==> config.mk <==
export PLATFORM = sky130hd
export DESIGN_NAME = div_unit
export DESIGN_NICKNAME = d
export VERILOG_FILES = /design/src/rtl/div_unit.sv
export SDC_FILE = /design/constraint.sdc
export NUM_CORES = 1
export LEC_CHECK = 0
export ABC_CLOCK_PERIOD_IN_PS = 5400
export BUFFER_PORTS_ARGS = -buffer_cell sky130_fd_sc_hd__clkbuf_2
export CAP_MARGIN = 10
export CORE_UTILIZATION = 44
export DETAILED_ROUTE_END_ITERATION = 8
export PLACE_DENSITY = 0.6
export SLEW_MARGIN = 20
export SYNTH_ARGS = -nofsm -noshare
export SYNTH_HDL_FRONTEND = slang
export SYNTH_SLANG_ARGS = --single-unit
==> constraint.sdc <==
create_clock -name clk -period 5.4 [get_ports clk]
set_clock_uncertainty 0.05 [all_clocks]
set_input_delay 0.54 -clock clk [delete_from_list [all_inputs] [get_ports clk]]
set_output_delay 0.54 -clock clk [all_outputs]
set_load 0.02 [all_outputs]
==> src/rtl/div_unit.sv <==
// Iterative 32-bit DIV/DIVU unit: one radix-2 restoring step per cycle on operand magnitudes.
// Signs are applied on the edge entering DONE, so hi/lo only ever hold committed results.
//
// state | meaning
// ------+---------------------------------------------------------------
// IDLE  | waiting for start; start & ~annul latches operands, counter=31
// BUSY  | one restoring step per cycle, counter counts down to 0
// DONE  | one-cycle result pulse (valid=1), stall released, back to IDLE
module div_unit (
  input  logic        clk,
  input  logic        rst_n,
  input  logic        start,
  input  logic        sign,
  input  logic        annul,
  input  logic [31:0] srca,
  input  logic [31:0] srcb,
  output logic        stall_div,
  output logic        valid,
  output logic [31:0] hi,
  output logic [31:0] lo
);

  typedef enum logic [1:0] {
    IDLE = 2'd0,
    BUSY = 2'd1,
    DONE = 2'd2
  } state_t;

  state_t      state;
  logic [4:0]  cnt;
  logic [31:0] rem;
  logic [31:0] quo;
  logic [31:0] dvsr;
  logic        neg_q;
  logic        neg_r;
  logic        div_zero;

  logic [31:0] abs_a;
  logic [31:0] abs_b;
  logic [32:0] rem_sh;
  logic [32:0] diff;
  logic [31:0] rem_nxt;
  logic [31:0] quo_nxt;
  logic [31:0] q_fin;
  logic [31:0] r_fin;

  always_comb begin
    abs_a = (sign && srca[31]) ? (~srca + 32'd1) : srca;
    abs_b = (sign && srcb[31]) ? (~srcb + 32'd1) : srcb;
  end

  // The shifted partial remainder needs 33 bits; after a restoring step it
  // is always below the divisor (or equals the dividend prefix when dividing
  // by zero), so 32 bits are enough to store it between cycles.
  always_comb begin
    rem_sh = {rem, quo[31]};
    diff   = rem_sh - {1'b0, dvsr};
    if (diff[32]) begin
      rem_nxt = rem_sh[31:0];
      quo_nxt = {quo[30:0], 1'b0};
    end else begin
      rem_nxt = diff[31:0];
      quo_nxt = {quo[30:0], 1'b1};
    end
  end

  // Divide by zero naturally leaves the dividend magnitude as the remainder,
  // which the dividend-sign fix turns back into srca; only lo needs forcing.
  always_comb begin
    q_fin = neg_q ? (~quo_nxt + 32'd1) : quo_nxt;
    r_fin = neg_r ? (~rem_nxt + 32'd1) : rem_nxt;
    if (div_zero) begin
      q_fin = 32'hFFFF_FFFF;
    end
  end

  assign stall_div = rst_n && (((state == IDLE) && start && !annul) || (state == BUSY));

  always_ff @(posedge clk or negedge rst_n) begin
    if (!rst_n) begin
      state    <= IDLE;
      cnt      <= 5'd0;
      rem      <= 32'd0;
      quo      <= 32'd0;
      dvsr     <= 32'd0;
      neg_q    <= 1'b0;
      neg_r    <= 1'b0;
      div_zero <= 1'b0;
      valid    <= 1'b0;
      hi       <= 32'd0;
      lo       <= 32'd0;
    end else begin
      valid <= 1'b0;
      case (state)
        IDLE: begin
          if (start && !annul) begin
            rem      <= 32'd0;
            quo      <= abs_a;
            dvsr     <= abs_b;
            neg_q    <= sign && (srca[31] ^ srcb[31]);
            neg_r    <= sign && srca[31];
            div_zero <= (srcb == 32'd0);
            cnt      <= 5'd31;
            state    <= BUSY;
          end
        end
        BUSY: begin
          if (annul) begin
            cnt   <= 5'd0;
            state <= IDLE;
          end else begin
            rem <= rem_nxt;
            quo <= quo_nxt;
            if (cnt == 5'd0) begin
              hi    <= r_fin;
              lo    <= q_fin;
              valid <= 1'b1;
              state <= DONE;
            end else begin
              cnt <= cnt - 5'd1;
            end
          end
        end
        DONE: begin
          state <= IDLE;
        end
        default: begin
          state <= IDLE;
        end
      endcase
    end
  end

endmodule

* Yosys cells after proc, flatten, opt, wreduce, memory -nomap -nowiden
Index checks and enable logic that the tools add are counted.
** Word-level totals
- Word-level logic and storage cells :: 70
- Bits in registers :: 171
- Input bits :: 69
- Output and inout bits :: 66
** Cells by class
- Add/subtract/negate cells :: 6
- Reduce and logical (&&, ||, !) cells :: 18
- Eq/ne operators :: 5
- Mux-type cells :: 24
- Bitwise operators :: 6
** Operators by type and width (count)
- $mux W32 :: 10
- $add A32 B1 Y32 const B :: 4
- $not A32 Y32 :: 4
- $pmux W32 S2 :: 2
- $sub A33 B32 Y33 :: 1
- $logic_not A32 Y1 :: 1
- $mux W5 :: 3
- $pmux W5 S2 :: 1
- $reduce_and A3 Y1 :: 3
- $logic_and A1 B1 Y1 :: 7
- $mux W2 :: 3
- $logic_not A5 Y1 :: 1
- $sub A5 B1 Y5 const B :: 1
- $mux W1 :: 4
- $pmux W2 S2 :: 1
- $reduce_and A2 Y1 :: 2
- $ne A3 B2 Y1 const B :: 1
- $ne A3 B3 Y1 const B :: 1
- $eq A2 B1 Y1 const B :: 1
- $logic_not A2 Y1 :: 1
- $ne A2 B1 Y1 const B :: 1
- $ne A2 B2 Y1 const B :: 1
- $reduce_bool A2 Y1 :: 1
- $logic_not A1 Y1 :: 1
- other kinds (3) :: 3

* Depth between registers and ports, before layout
Gate-level depths: netlist of the first run.
- Depth in word-level cells :: 6
- Depth in mapped cells :: 25
- Gate-level depth less buffers :: 22

* Worst setup path after synthesis of the first run
Ideal clock, no wire load.
- Path type :: flip-flop to flip-flop
- Start :: register quo[31]
- End :: register hi[22]
- Cell stages (with the launch flop) :: 25
- Buffers on the path :: 3
- Data required time :: 5.220 ns
- Slack :: 0.515 ns
- Library setup time :: 0.130 ns
- Data arrival time :: 4.705 ns
- Cells stage by stage :: dfrtp_1 > inv_1 > ha_1 > inv_1 > fa_1 > a211oi_2 > o211ai_2 > nand4_2 > a21oi_4 > a2111oi_4 > nor2_8 > inv_2 > buf_6 > buf_4 > buf_4 > mux2i_1 > ha_1 > inv_1 > nor4_1 > nand4_1 > o21a_1 > or2_1 > o31ai_2 > xnor2_1 > o21ai_1
** Between the ends
- Cells in the longest elaborated chain, start to end :: 5
** Ends and longest elaborated chain
- start, declared :: line 32 : logic [31:0] quo;
- start signal, assigned :: line 98 : quo <= abs_a;
- start signal, assigned :: line 113 : quo <= quo_nxt;
- $sub A33 B32 Y33 :: line 57 : diff = rem_sh - {1'b0, dvsr};
- $mux W32 * :: line 58 : if (diff[32]) begin
- $not A32 Y32 :: line 71 : r_fin = neg_r ? (~rem_nxt + 32'd1) : rem_nxt;
- $add A32 B1 Y32 :: line 71
- $mux W32 * :: line 71
- end signal, assigned :: line 115 : hi <= r_fin;
- end, declared :: line 19 : output logic [31:0] hi,
Mark *: on every way between the ends. The rest lies on a longest branch, timed or not.
A chain may end at the register's enable or synchronous reset.

* Worst setup path after layout of the first run
- Start :: register quo[31]
- End :: register hi[28]
The elaborated chain is that of the path after synthesis.

==> qor.txt, run 1 <==
Status = completed
Antenna diode instance count = 0
CP endpoint kind = register
Final count of hold timing violations = 0
Number of placed instances, taps included = 1976
Final net count = 1733
Post-synthesis net count = 1633
HP Class = input port to async pin
Footprint of the flip-flops and latches = 0.00428 mm^2
Clock tree from TritonCTS = done
Netlist cell types = 94
Worst setup path category = register to register
Maximum achievable frequency = 0.197 GHz
Synth area leader = sky130_fd_sc_hd__dfrtp_1
Via count of the first global-routing pass = 10848
Routed Antenna Nets = 0
Num CTS Buffers = 17
Synthesized instance count = 1525
Global-route wire length before repair = 58800 um
Data arrival time of the critical path = 5.40 ns
Fillers = 2703
Level count of the clock H-tree = 4
Buffers from clock root to sink, at most = 2
Number of maximum-capacitance violations = 0
Initial core utilization = 45.3%
Leakage power of the design = 0.00626 uW
WP data required = 5.71 ns
Dominant synthesized flop cell = sky130_fd_sc_hd__dfrtp_1
Total number of placement rows = 60
Power per cell area = 350 mW/mm^2
Largest cells by area after synthesis = sky130_fd_sc_hd__dfrtp_1 (35%), sky130_fd_sc_hd__o21ai_0 (7.4%), sky130_fd_sc_hd__nand2_1 (6.5%)
Residual DRC = 0
Count of non-filler cells in the finished layout = 2010
Final critical-path setup slack = 0.316 ns
Clock sink total = 171
Chip Width = 169 um
Vias after detailed routing = 11514
Global route overflow = 0
Post-Place Setup Slack = 0.424 ns
Detail-routed via count per cell = 5.73
Synthesis Warnings = 0
Share of the yosys chip area belonging to registers = 34.7%
Die area = 0.0287 mm^2
Chip Height = 169 um
Clk slew on worst S/H paths = 0.07 ns
Type of origin of the critical path = register
Top-area cell type share of the netlist area = 34.7%
Total area of multi-input combinational cells = 0.00753 mm^2
Worst IR drop on VDD = 0.000248 V
Number of top-level design ports = 135
Layout cell share with drive strength beyond 1 = 14.7%
Maximum number of pins on one net before global-route repair = 120
Antenna violations before repair = 0
Final Wtd Congestion = 0.960
Worst relative slew slack = 29.8%
Worst-skew pair later-pin latency = 0.44 ns
Shortest period the worst path allows = 5.08 ns
Number of enable-type register cells in the synthesized netlist = 0
Drt wl/cell = 17.9 um
Total cell area at the placement stage = 0.0133 mm^2
Final slew viol count = 0
Most common cell after layout, fill and taps aside = sky130_fd_sc_hd__nand2_1
Period Utilization, post-route = 94.2%
Area of all placed cells without fillers = 0.0139 mm^2
Layout Area Growth over Synthesis = 13.0%
Clock Tree Root = sky130_fd_sc_hd__clkbuf_16
Syn avg cell area = 8.09 um^2
Number of synthesized register bits = 171
Setup total negative slack = 0 ns
Core Footprint = 0.0273 mm^2
Synth async-reset ratio = 100%
Drt first-iter violations = 893
Total wirelength of the detailed-routed design = 35900 um
Most frequent cells in the layout = sky130_fd_sc_hd__nand2_1 (215), sky130_fd_sc_hd__o21ai_0 (183), sky130_fd_sc_hd__dfrtp_1 (171)
Total setup violations reported at the end of the flow = 0
Transition at the pin with the smallest max-transition slack = 1.05 ns
Post-Syn Area = 0.0123 mm^2
Total GRT Usage = 25.8%
Max Fanout on Critical Path = 6
Count of buffers inserted at the top-level ports = 134
Post-detailed-placement half-perimeter wirelength = 26900 um
Number of hold buffers added after CTS = 0
Number of detailed-routing iterations run before antenna repair = 5
## stage by stage
stage,utilization (%),total power (uW),hold WS (ns)
6_report,51.2,4890,0.0191
5_1_grt,51.2,5230,0.0749
4_1_cts,50.9,4890,0.0426
3_5_place_dp,48.8,3620,0.414
3_3_place_gp,48.8,3600,0.409
2_1_floorplan,-,3050,0.194
## power breakdown
| part | internal [uW] | total, uW | switching, uW |
|---|---|---|---|
| Combinational | 678 | 1860 | 1180 |
| Clock | 625 | 1250 | 627 |
| Sequential | 1530 | 1780 | 249 |
| Total | 2830 | 4890 | 2050 |
## synthesized netlist by cell type, drive strengths merged, types with 3 or more instances
cell / count
o21ai: 205
a21boi: 4
o21a: 6
dfrtp: 171
o41ai: 16
or3: 19
nand4: 10
o211ai: 11
nor4b: 3
nor3b: 7
nor2: 146
nand2: 217
ha: 38
xor2: 65
nor4: 23
nand2b: 17
o311ai: 6
a211oi: 11
xnor2: 62
a22o: 4
a21o: 13
or4: 9
mux2i: 25
o22ai: 3
inv: 61
and2: 8
nor3: 31
nand3: 20
o211a: 5
or2: 6
nand4b: 3
a2111oi: 9
nand3b: 4
and3: 4
a31oi: 12
clkbuf: 46
o31ai: 22
buf: 22
a21oi: 137
mux2: 3
nor2b: 6
## metal layers
layer	routed length, um	part of all wire, %	global-route usage, %
met1	17500	49	37.6
met2	16000	45	39.5
met3	1590	4.4	3.24
met4	825	2.3	8.50
met5	0	0	0
## worst paths after layout
kind / from / end / slack (ns) / cells past startpoint
max: quo[31]$_DFFE_PN0P_ / hi[28]$_DFFE_PN0P_ / 0.32 / 23
min: rst_n / rem[12]$_DFFE_PN0P_ / 0.02 / 1
max reg2reg: quo[31]$_DFFE_PN0P_ / hi[28]$_DFFE_PN0P_ / 0.32 / 23
min reg2reg: lo[31]$_DFFE_PN0P_ / lo[31]$_DFFE_PN0P_ / 0.43 / 2
max in group asynchronous: rst_n / dvsr[11]$_DFFE_PN0P_ / 4.16 / 2
min in group clk: srcb[1] / dvsr[1]$_DFFE_PN0P_ / 0.33 / 3
## critical path, cell delays in order (launching register included)
cell and delay (ns):
sky130_fd_sc_hd__dfrtp_1 0.44, sky130_fd_sc_hd__inv_1 0.08, sky130_fd_sc_hd__ha_1 0.16, sky130_fd_sc_hd__inv_1 0.06, sky130_fd_sc_hd__fa_1 0.46, sky130_fd_sc_hd__a211oi_4 0.29, sky130_fd_sc_hd__o211ai_2 0.17, sky130_fd_sc_hd__nand4_2 0.16
sky130_fd_sc_hd__a21oi_4 0.11, sky130_fd_sc_hd__a2111oi_4 0.32, sky130_fd_sc_hd__buf_4 0.19, sky130_fd_sc_hd__nor2_8 0.05, sky130_fd_sc_hd__inv_2 0.10, sky130_fd_sc_hd__nor2_1 0.04, sky130_fd_sc_hd__a21oi_1 0.24, sky130_fd_sc_hd__ha_2 0.29
sky130_fd_sc_hd__inv_1 0.10, sky130_fd_sc_hd__nor4_2 0.29, sky130_fd_sc_hd__nand4_1 0.22, sky130_fd_sc_hd__o21a_1 0.29, sky130_fd_sc_hd__or2_1 0.30, sky130_fd_sc_hd__o311ai_1 0.28, sky130_fd_sc_hd__o21ai_0 0.13, sky130_fd_sc_hd__o21ai_1 0.18
## what timing repair did
item | 4_1_cts | 5_1_grt
buffers inserted | 0 | 1
gates resized for setup | 0 | 5
setup endpoints to repair | 0 | 5
## state kept, by name, indices dropped and copies added, names as in the netlist, 2 cells and up
name and count:
rem 32, hi 32, state 2, dvsr 32
quo 32, cnt 5, lo 32
## cell families (layout without fill, tap and decap cells)
| family | Yosys count | count (layout) | share of synthesized area (%) |
|---|---|---|---|
| AO/OA/AOI/OAI | 488 | 488 | 24.6 |
| XOR/XNOR | 127 | 127 | 9.02 |
| adder cells (fa/ha/maj) | 39 | 39 | 4.02 |
| buffers and inverters | 131 | 244 | 4.61 |
| flip-flops | 171 | 171 | 34.7 |
| multiplexers | 28 | 28 | 2.36 |
| AND/OR/NAND/NOR | 541 | 541 | 20.7 |
## layout make-up
class	instances	share of cell area, %
Clock inverter	15	1.21
Multi-Input combinational cell	1223	54.1
Sequential cell	171	30.7
Inverter	61	1.64
Tap cell	372	3.34
Timing Repair Buffer	151	6.00
Clock buffer	17	3.05
Power figures use the tool's default switching activity.
==> run 2, diff against run 1 <==
--- a/config.mk
+++ b/config.mk
@@ -11,6 +11,7 @@
 export CORE_UTILIZATION = 44
 export DETAILED_ROUTE_END_ITERATION = 8
 export PLACE_DENSITY = 0.6
+export SETUP_SLACK_MARGIN = 0.5
 export SLEW_MARGIN = 20
 export SYNTH_ARGS = -nofsm -noshare
 export SYNTH_HDL_FRONTEND = slang
==> run 2 against run 1 <==
Combinational power is essentially flat; sequential share of layout area shrank 0.21 points; maximum frequency grew 8.6%; die area is the same; routed wire length grew 0.31%.
==> qor.txt, run 2 (synthesis gave the netlist of run 1 again) <==
Most common cell after layout, fill and taps aside = sky130_fd_sc_hd__nand2_1 (unchanged)
Max Fanout on Critical Path = 6 (unchanged)
Clk slew on worst S/H paths = 0.07 ns (about the same)
Register-to-register setup slack = 0.72 ns (was 0.32 ns)
Detail-routed via count per cell = 5.74 (was 5.73)
Power per cell area = 351 mW/mm^2 (was 350 mW/mm^2)
Length in cells of the worst reg-to-reg path = 22 (was 23)
Final slew viol count = 0 (unchanged)
Layout cell share with drive strength beyond 1 = 15.3% (was 14.7%)
Via count of the first global-routing pass = 10860 (was 10848)
Worst-skew pair later-pin latency = 0.44 ns (about the same)
Maximum achievable frequency = 0.214 GHz (was 0.197 GHz)
Initial core utilization = 45.3% (unchanged)
Level count of the clock H-tree = 4 (unchanged)
Worst IR drop on VDD = 0.000249 V (was 0.000248 V)
Power consumption = 4930 uW (was 4890 uW)
Final Wtd Congestion = 0.960 (unchanged)
Unrepaired setup endpoints after global routing = yes
Worst relative slew slack = 27.3% (was 29.8%)
Drt first-iter violations = 931 (was 893)
Antenna violations before repair = 0 (unchanged)
Number of maximum-capacitance violations = 0 (unchanged)
Clock tree from TritonCTS = done (unchanged)
Total setup violations reported at the end of the flow = 0 (unchanged)
Leakage power of the design = 0.00629 uW (was 0.00626 uW)
Final net count = 1737 (was 1733)
Worst setup path category = register to register (unchanged)
Maximum number of pins on one net before global-route repair = 120 (unchanged)
Final core utilization = 51.5% (was 51.2%)
Worst Hold Slack = 0.0186 ns (was 0.0191 ns)
Global-route wire length before repair = 58900 um (was 58800 um)
WP data required = 5.71 ns (about the same)
Final count of hold timing violations = 0 (unchanged)
Setup total negative slack = 0 ns (unchanged)
Buffers from clock root to sink, at most = 2 (unchanged)
Count of buffers inserted at the top-level ports = 134 (unchanged)
HP Class = input port to async pin (unchanged)
Shortest period the worst path allows = 4.68 ns (was 5.08 ns)
Num CTS Buffers = 17 (unchanged)
Final critical-path setup slack = 0.719 ns (was 0.316 ns)
Global route overflow = 0 (unchanged)
Routed Antenna Nets = 0 (unchanged)
Chip Width = 169 um (unchanged)
Number of top-level design ports = 135 (unchanged)
CP endpoint = hi[28]$_DFFE_PN0P_ (unchanged)
Number of detailed-routing iterations run before antenna repair = 5 (unchanged)
Clock Tree Root = sky130_fd_sc_hd__clkbuf_16 (unchanged)
Clock sink total = 171 (unchanged)
Startpoint of the worst-slack reg-to-reg timing path = quo[31]$_DFFE_PN0P_ (unchanged)
Critical R2R Capture = hi[28]$_DFFE_PN0P_ (unchanged)
Drt wl/cell = 17.9 um (about the same)
Status = completed (unchanged)
Residual DRC = 0 (unchanged)
Core Footprint = 0.0273 mm^2 (unchanged)
Die area = 0.0287 mm^2 (unchanged)
Worst setup startpoint = quo[31]$_DFFE_PN0P_ (unchanged)
Transition at the pin with the smallest max-transition slack = 1.09 ns (was 1.05 ns)
CP endpoint kind = register (unchanged)
Most frequent cells in the layout = sky130_fd_sc_hd__nand2_1 (215), sky130_fd_sc_hd__o21ai_0 (182), sky130_fd_sc_hd__dfrtp_1 (170) (was sky130_fd_sc_hd__nand2_1 (215), sky130_fd_sc_hd__o21ai_0 (183), sky130_fd_sc_hd__dfrtp_1 (171))
Type of origin of the critical path = register (unchanged)
Total number of placement rows = 60 (unchanged)
Total GRT Usage = 25.9% (was 25.8%)
Post-Place Setup Slack = 0.424 ns (unchanged)
Total wirelength of the detailed-routed design = 36100 um (was 35900 um)
Data arrival time of the critical path = 5.00 ns (was 5.40 ns)
Chip Height = 169 um (unchanged)
Layout Area Growth over Synthesis = 13.8% (was 13.0%)
Antenna diode instance count = 0 (unchanged)
Post-detailed-placement half-perimeter wirelength = 26900 um (unchanged)
Period Utilization, post-route = 86.7% (was 94.2%)
Vias after detailed routing = 11553 (was 11514)
[run 2: layer usage]
metal  global-route usage, %  part of all wire (%)  wire, um
met5                       0                     0         0
met4                    8.46                   2.4       872
met3                    3.13                   4.7      1690
met2                    39.6                    45     16100
met1                    37.9                    48     17400
[run 2: how the worst min path moves through the flow]
stage          slack, ns                  end               start  cells past startpoint
2_1_floorplan       0.19   cnt[0]$_DFFE_PN0P_               rst_n                      0
3_3_place_gp        0.41   lo[25]$_DFFE_PN0P_  lo[25]$_DFFE_PN0P_                      2
3_5_place_dp        0.41   lo[31]$_DFFE_PN0P_  lo[31]$_DFFE_PN0P_                      2
4_1_cts             0.04  quo[11]$_DFFE_PN0P_               rst_n                      1
5_1_grt             0.07  quo[11]$_DFFE_PN0P_               rst_n                      1
6_report            0.02  rem[12]$_DFFE_PN0P_               rst_n                      1
[run 2: timing repair]
action                     CTS  global route
setup buffers                2             3
resized for setup            4            15
setup endpoints to repair    6            13
pin swaps                    3             7
hold buffers                 0             0
[run 2: critical path, stage by stage (launching register included)]
cell and delay, ns:
sky130_fd_sc_hd__dfrtp_2 0.45, sky130_fd_sc_hd__inv_1 0.07, sky130_fd_sc_hd__ha_1 0.16, sky130_fd_sc_hd__inv_1 0.06, sky130_fd_sc_hd__fa_2 0.38, sky130_fd_sc_hd__a211oi_4 0.31, sky130_fd_sc_hd__o211ai_4 0.13, sky130_fd_sc_hd__nand4_4 0.12
sky130_fd_sc_hd__a21oi_4 0.09, sky130_fd_sc_hd__a2111oi_4 0.31, sky130_fd_sc_hd__buf_4 0.19, sky130_fd_sc_hd__nor2_8 0.05, sky130_fd_sc_hd__inv_2 0.12, sky130_fd_sc_hd__mux2i_4 0.27, sky130_fd_sc_hd__ha_2 0.22, sky130_fd_sc_hd__inv_1 0.08
sky130_fd_sc_hd__nor4_2 0.23, sky130_fd_sc_hd__nand4_1 0.20, sky130_fd_sc_hd__o21a_1 0.30, sky130_fd_sc_hd__or2_4 0.29, sky130_fd_sc_hd__o311ai_2 0.26, sky130_fd_sc_hd__o21ai_0 0.12, sky130_fd_sc_hd__o21ai_1 0.16
[run 2: through the flow]
step / cell area [um^2] / cells
after floorplan: 12300 / 1525
after global placement: 13300 / 1976
after detailed placement: 13300 / 1976
after CTS: 13900 / 2010
after global routing: 14000 / 2014
final: 14000 / 2014
[run 2: layout make-up]
class / instances / area (um^2)
repair buffers: 155 / 871
inverters: 61 / 229
fillers: 2699 / 13200
multi-input cells: 1223 / 7600
flip-flops and latches: 171 / 4280
clock buffers: 17 / 425
well taps: 372 / 465
clock inverters: 15 / 169
[run 2: power by group]
group | switching [uW] | internal (uW) | total (uW)
combinational | 1200 | 697 | 1890
sequential | 252 | 1530 | 1780
clock | 632 | 625 | 1260
total | 2080 | 2850 | 4930
==> run 3, diff against run 2 <==
--- a/config.mk
+++ b/config.mk
@@ -5,7 +5,7 @@
 export SDC_FILE = /design/constraint.sdc
 export NUM_CORES = 1
 export LEC_CHECK = 0
-export ABC_CLOCK_PERIOD_IN_PS = 5400
+export ABC_CLOCK_PERIOD_IN_PS = 4950
 export BUFFER_PORTS_ARGS = -buffer_cell sky130_fd_sc_hd__clkbuf_2
 export CAP_MARGIN = 10
 export CORE_UTILIZATION = 44
==> constraint.sdc (replaced) <==
create_clock -name clk -period 4.95 [get_ports clk]
set_clock_uncertainty 0.05 [all_clocks]
set_input_delay 0.495 -clock clk [delete_from_list [all_inputs] [get_ports clk]]
set_output_delay 0.495 -clock clk [all_outputs]
set_load 0.02 [all_outputs]
==> run 3 against run 2 <==
Sequential power up 8%; global-route usage up 0.62 points; clock power up 9%; first-iteration DRC count down 6.7%; non-clock buffer count up 15; sequential share of layout area down 0.26 points; final cell count up 0.70%; core utilization up 0.44 points; maximum frequency up 8.8%; register-to-register slack worse by 0.07 ns; die area unchanged; total power up 11%; largest cell class unchanged.
==> qor.txt, run 3 (synthesis gave the netlist of run 1 again) <==
Most frequent cells in the layout = sky130_fd_sc_hd__nand2_1 (215), sky130_fd_sc_hd__o21ai_0 (180), sky130_fd_sc_hd__dfrtp_1 (171) (was sky130_fd_sc_hd__nand2_1 (215), sky130_fd_sc_hd__o21ai_0 (182), sky130_fd_sc_hd__dfrtp_1 (170))
Residual DRC = 0 (unchanged)
Initial core utilization = 45.3% (unchanged)
Final critical-path setup slack = 0.648 ns (was 0.719 ns)
Power consumption = 5460 uW (was 4930 uW)
Total setup violations reported at the end of the flow = 0 (unchanged)
Worst path cell trace = inv_1 > ha_2 > inv_2 > fa_2 > a211oi_4 > o211ai_2 > nand4_4 > a21oi_4 > buf_4 > buf_4 > buf_4 > o211a_1 > a2111oi_0 > mux2i_2 > nand4b_4 > o41ai_2 > a21o_1 > a31oi_1 (was inv_1 > ha_1 > inv_1 > fa_2 > a211oi_4 > o211ai_4 > nand4_4 > a21oi_4 > a2111oi_4 > buf_4 > nor2_8 > inv_2 > mux2i_4 > ha_2 > inv_1 > nor4_2 > nand4_1 > o21a_1 > or2_4 > o311ai_2 > o21ai_0 > o21ai_1)
Data arrival time of the critical path = 4.61 ns (was 5.00 ns)
Status = completed (unchanged)
Cell occurring most often along the worst timing path = sky130_fd_sc_hd__buf_4 (was sky130_fd_sc_hd__inv_1)
Clock sink total = 171 (unchanged)
Worst IR drop on VDD = 0.000237 V (was 0.000249 V)
Layout Area Growth over Synthesis = 14.8% (was 13.8%)
Total number of placement rows = 60 (unchanged)
Setup total negative slack = 0 ns (unchanged)
Final count of hold timing violations = 0 (unchanged)
Type of origin of the critical path = register (unchanged)
Number of top-level design ports = 135 (unchanged)
Number of hold buffers added after CTS = 0 (unchanged)
Buffers from clock root to sink, at most = 2 (unchanged)
Antenna diode instance count = 0 (unchanged)
Global-route wire length before repair = 59600 um (was 58900 um)
Maximum number of pins on one net before global-route repair = 107 (was 120)
Final slew viol count = 0 (unchanged)
Unrepaired setup endpoints after global routing = no (was yes)
HP Class = input port to async pin (unchanged)
Post-detailed-placement half-perimeter wirelength = 28100 um (was 26900 um)
Total cell area at the placement stage = 0.0134 mm^2 (was 0.0133 mm^2)
Total wirelength of the detailed-routed design = 37500 um (was 36100 um)
Level count of the clock H-tree = 4 (unchanged)
Maximum achievable frequency = 0.232 GHz (was 0.214 GHz)
Clock tree from TritonCTS = done (unchanged)
Chip Width = 169 um (unchanged)
Via count of the first global-routing pass = 10822 (was 10860)
Chip Height = 169 um (unchanged)
Count of buffers inserted at the top-level ports = 134 (unchanged)
Number of maximum-capacitance violations = 0 (unchanged)
Transition at the pin with the smallest max-transition slack = 1.12 ns (was 1.09 ns)
Clk slew on worst S/H paths = 0.08 ns (was 0.07 ns)
Drt wl/cell = 18.5 um (was 17.9 um)
Max Fanout on Critical Path = 7 (was 6)
Period Utilization, post-route = 86.9% (was 86.7%)
Detail-routed via count per cell = 5.71 (was 5.74)
Final Wtd Congestion = 0.947 (was 0.960)
Routed Antenna Nets = 0 (unchanged)
Post-Place Setup Slack = 0.321 ns (was 0.424 ns)
WP data required = 5.26 ns (was 5.71 ns)
CP max stage delay = 0.87 ns (was 0.45 ns)
Worst relative slew slack = 25.1% (was 27.3%)
Power per cell area = 386 mW/mm^2 (was 351 mW/mm^2)
Die area = 0.0287 mm^2 (unchanged)
Worst-skew pair later-pin latency = 0.44 ns (about the same)
Total GRT Usage = 26.5% (was 25.9%)
Antenna violations before repair = 0 (unchanged)
Num CTS Buffers = 17 (unchanged)
Layout cell share with drive strength beyond 1 = 16.8% (was 15.3%)
Vias after detailed routing = 11590 (was 11553)
Final net count = 1752 (was 1737)
Global route overflow = 0 (unchanged)
Number of detailed-routing iterations run before antenna repair = 5 (unchanged)
Drt first-iter violations = 869 (was 931)
Most common cell after layout, fill and taps aside = sky130_fd_sc_hd__nand2_1 (unchanged)
Area of all placed cells without fillers = 0.0142 mm^2 (was 0.0140 mm^2)
Worst setup path category = register to register (unchanged)
Shortest period the worst path allows = 4.30 ns (was 4.68 ns)
Leakage power of the design = 0.00635 uW (was 0.00629 uW)
Core Footprint = 0.0273 mm^2 (unchanged)
Clock Tree Root = sky130_fd_sc_hd__clkbuf_16 (unchanged)
CP endpoint kind = register (unchanged)
Worst Hold Slack = 0.0412 ns (was 0.0186 ns)
Length in cells of the worst reg-to-reg path = 18 (was 22)
Slowest cell on the critical path = sky130_fd_sc_hd__a2111oi_0 (was sky130_fd_sc_hd__dfrtp_2)
## run 3: layout make-up
class	count	area, um^2
fill	2670	13100
clock buffer	17	425
timing repair buffer	170	960
tap	372	465
sequential	171	4280
inverter	61	234
clock inverter	14	148
multi-input combinational	1223	7650
## run 3: power breakdown
group,internal [uW],total (uW),switching [uW]
registers,1670,1930,261
clock network,675,1370,693
logic,797,2160,1370
total,3140,5460,2320
## run 3: routing by layer
| metal | GRT usage, % | wire (um) |
|---|---|---|
| met5 | 0 | 0 |
| met4 | 8.70 | 966 |
| met3 | 2.68 | 1350 |
| met2 | 41.0 | 16700 |
| met1 | 38.7 | 18500 |
## run 3: critical path: cells and delay by family (launching register included)
kind,cells,cell delay (ns)
mux,1,0.24
fa+ha+maj,2,0.55
buf+inv,5,0.50
flops,1,0.39
simple gates,2,0.40
compound gates,8,2.08
## run 3: through the flow
stage,instances,utilization (%)
CTS,2020,51.4
floorplan,1525,-
detailed placement,1987,49.1
global placement,1987,49.1
finish,2028,52.0
global route,2028,52.0
## run 3: path summary, 6_finish.rpt
| path | from | to | slack, ns |
|---|---|---|---|
| worst max-delay path | quo[31]$_DFFE_PN0P_ | hi[31]$_DFFE_PN0P_ | 0.65 |
| worst max register to register | quo[31]$_DFFE_PN0P_ | hi[31]$_DFFE_PN0P_ | 0.65 |
| worst min-delay path | rst_n | hi[13]$_DFFE_PN0P_ | 0.04 |
| max in group asynchronous | rst_n | rem[30]$_DFFE_PN0P_ | 3.67 |
| worst min register to register | dvsr[7]$_DFFE_PN0P_ | dvsr[7]$_DFFE_PN0P_ | 0.43 |
| min in group clk | srcb[1] | dvsr[1]$_DFFE_PN0P_ | 0.28 |
## run 3: what timing repair did
action                     in CTS  in global routing
buffers inserted                2                  8
gates resized for setup         7                 21
pin swaps                       2                  9
setup endpoints to repair      10                 13
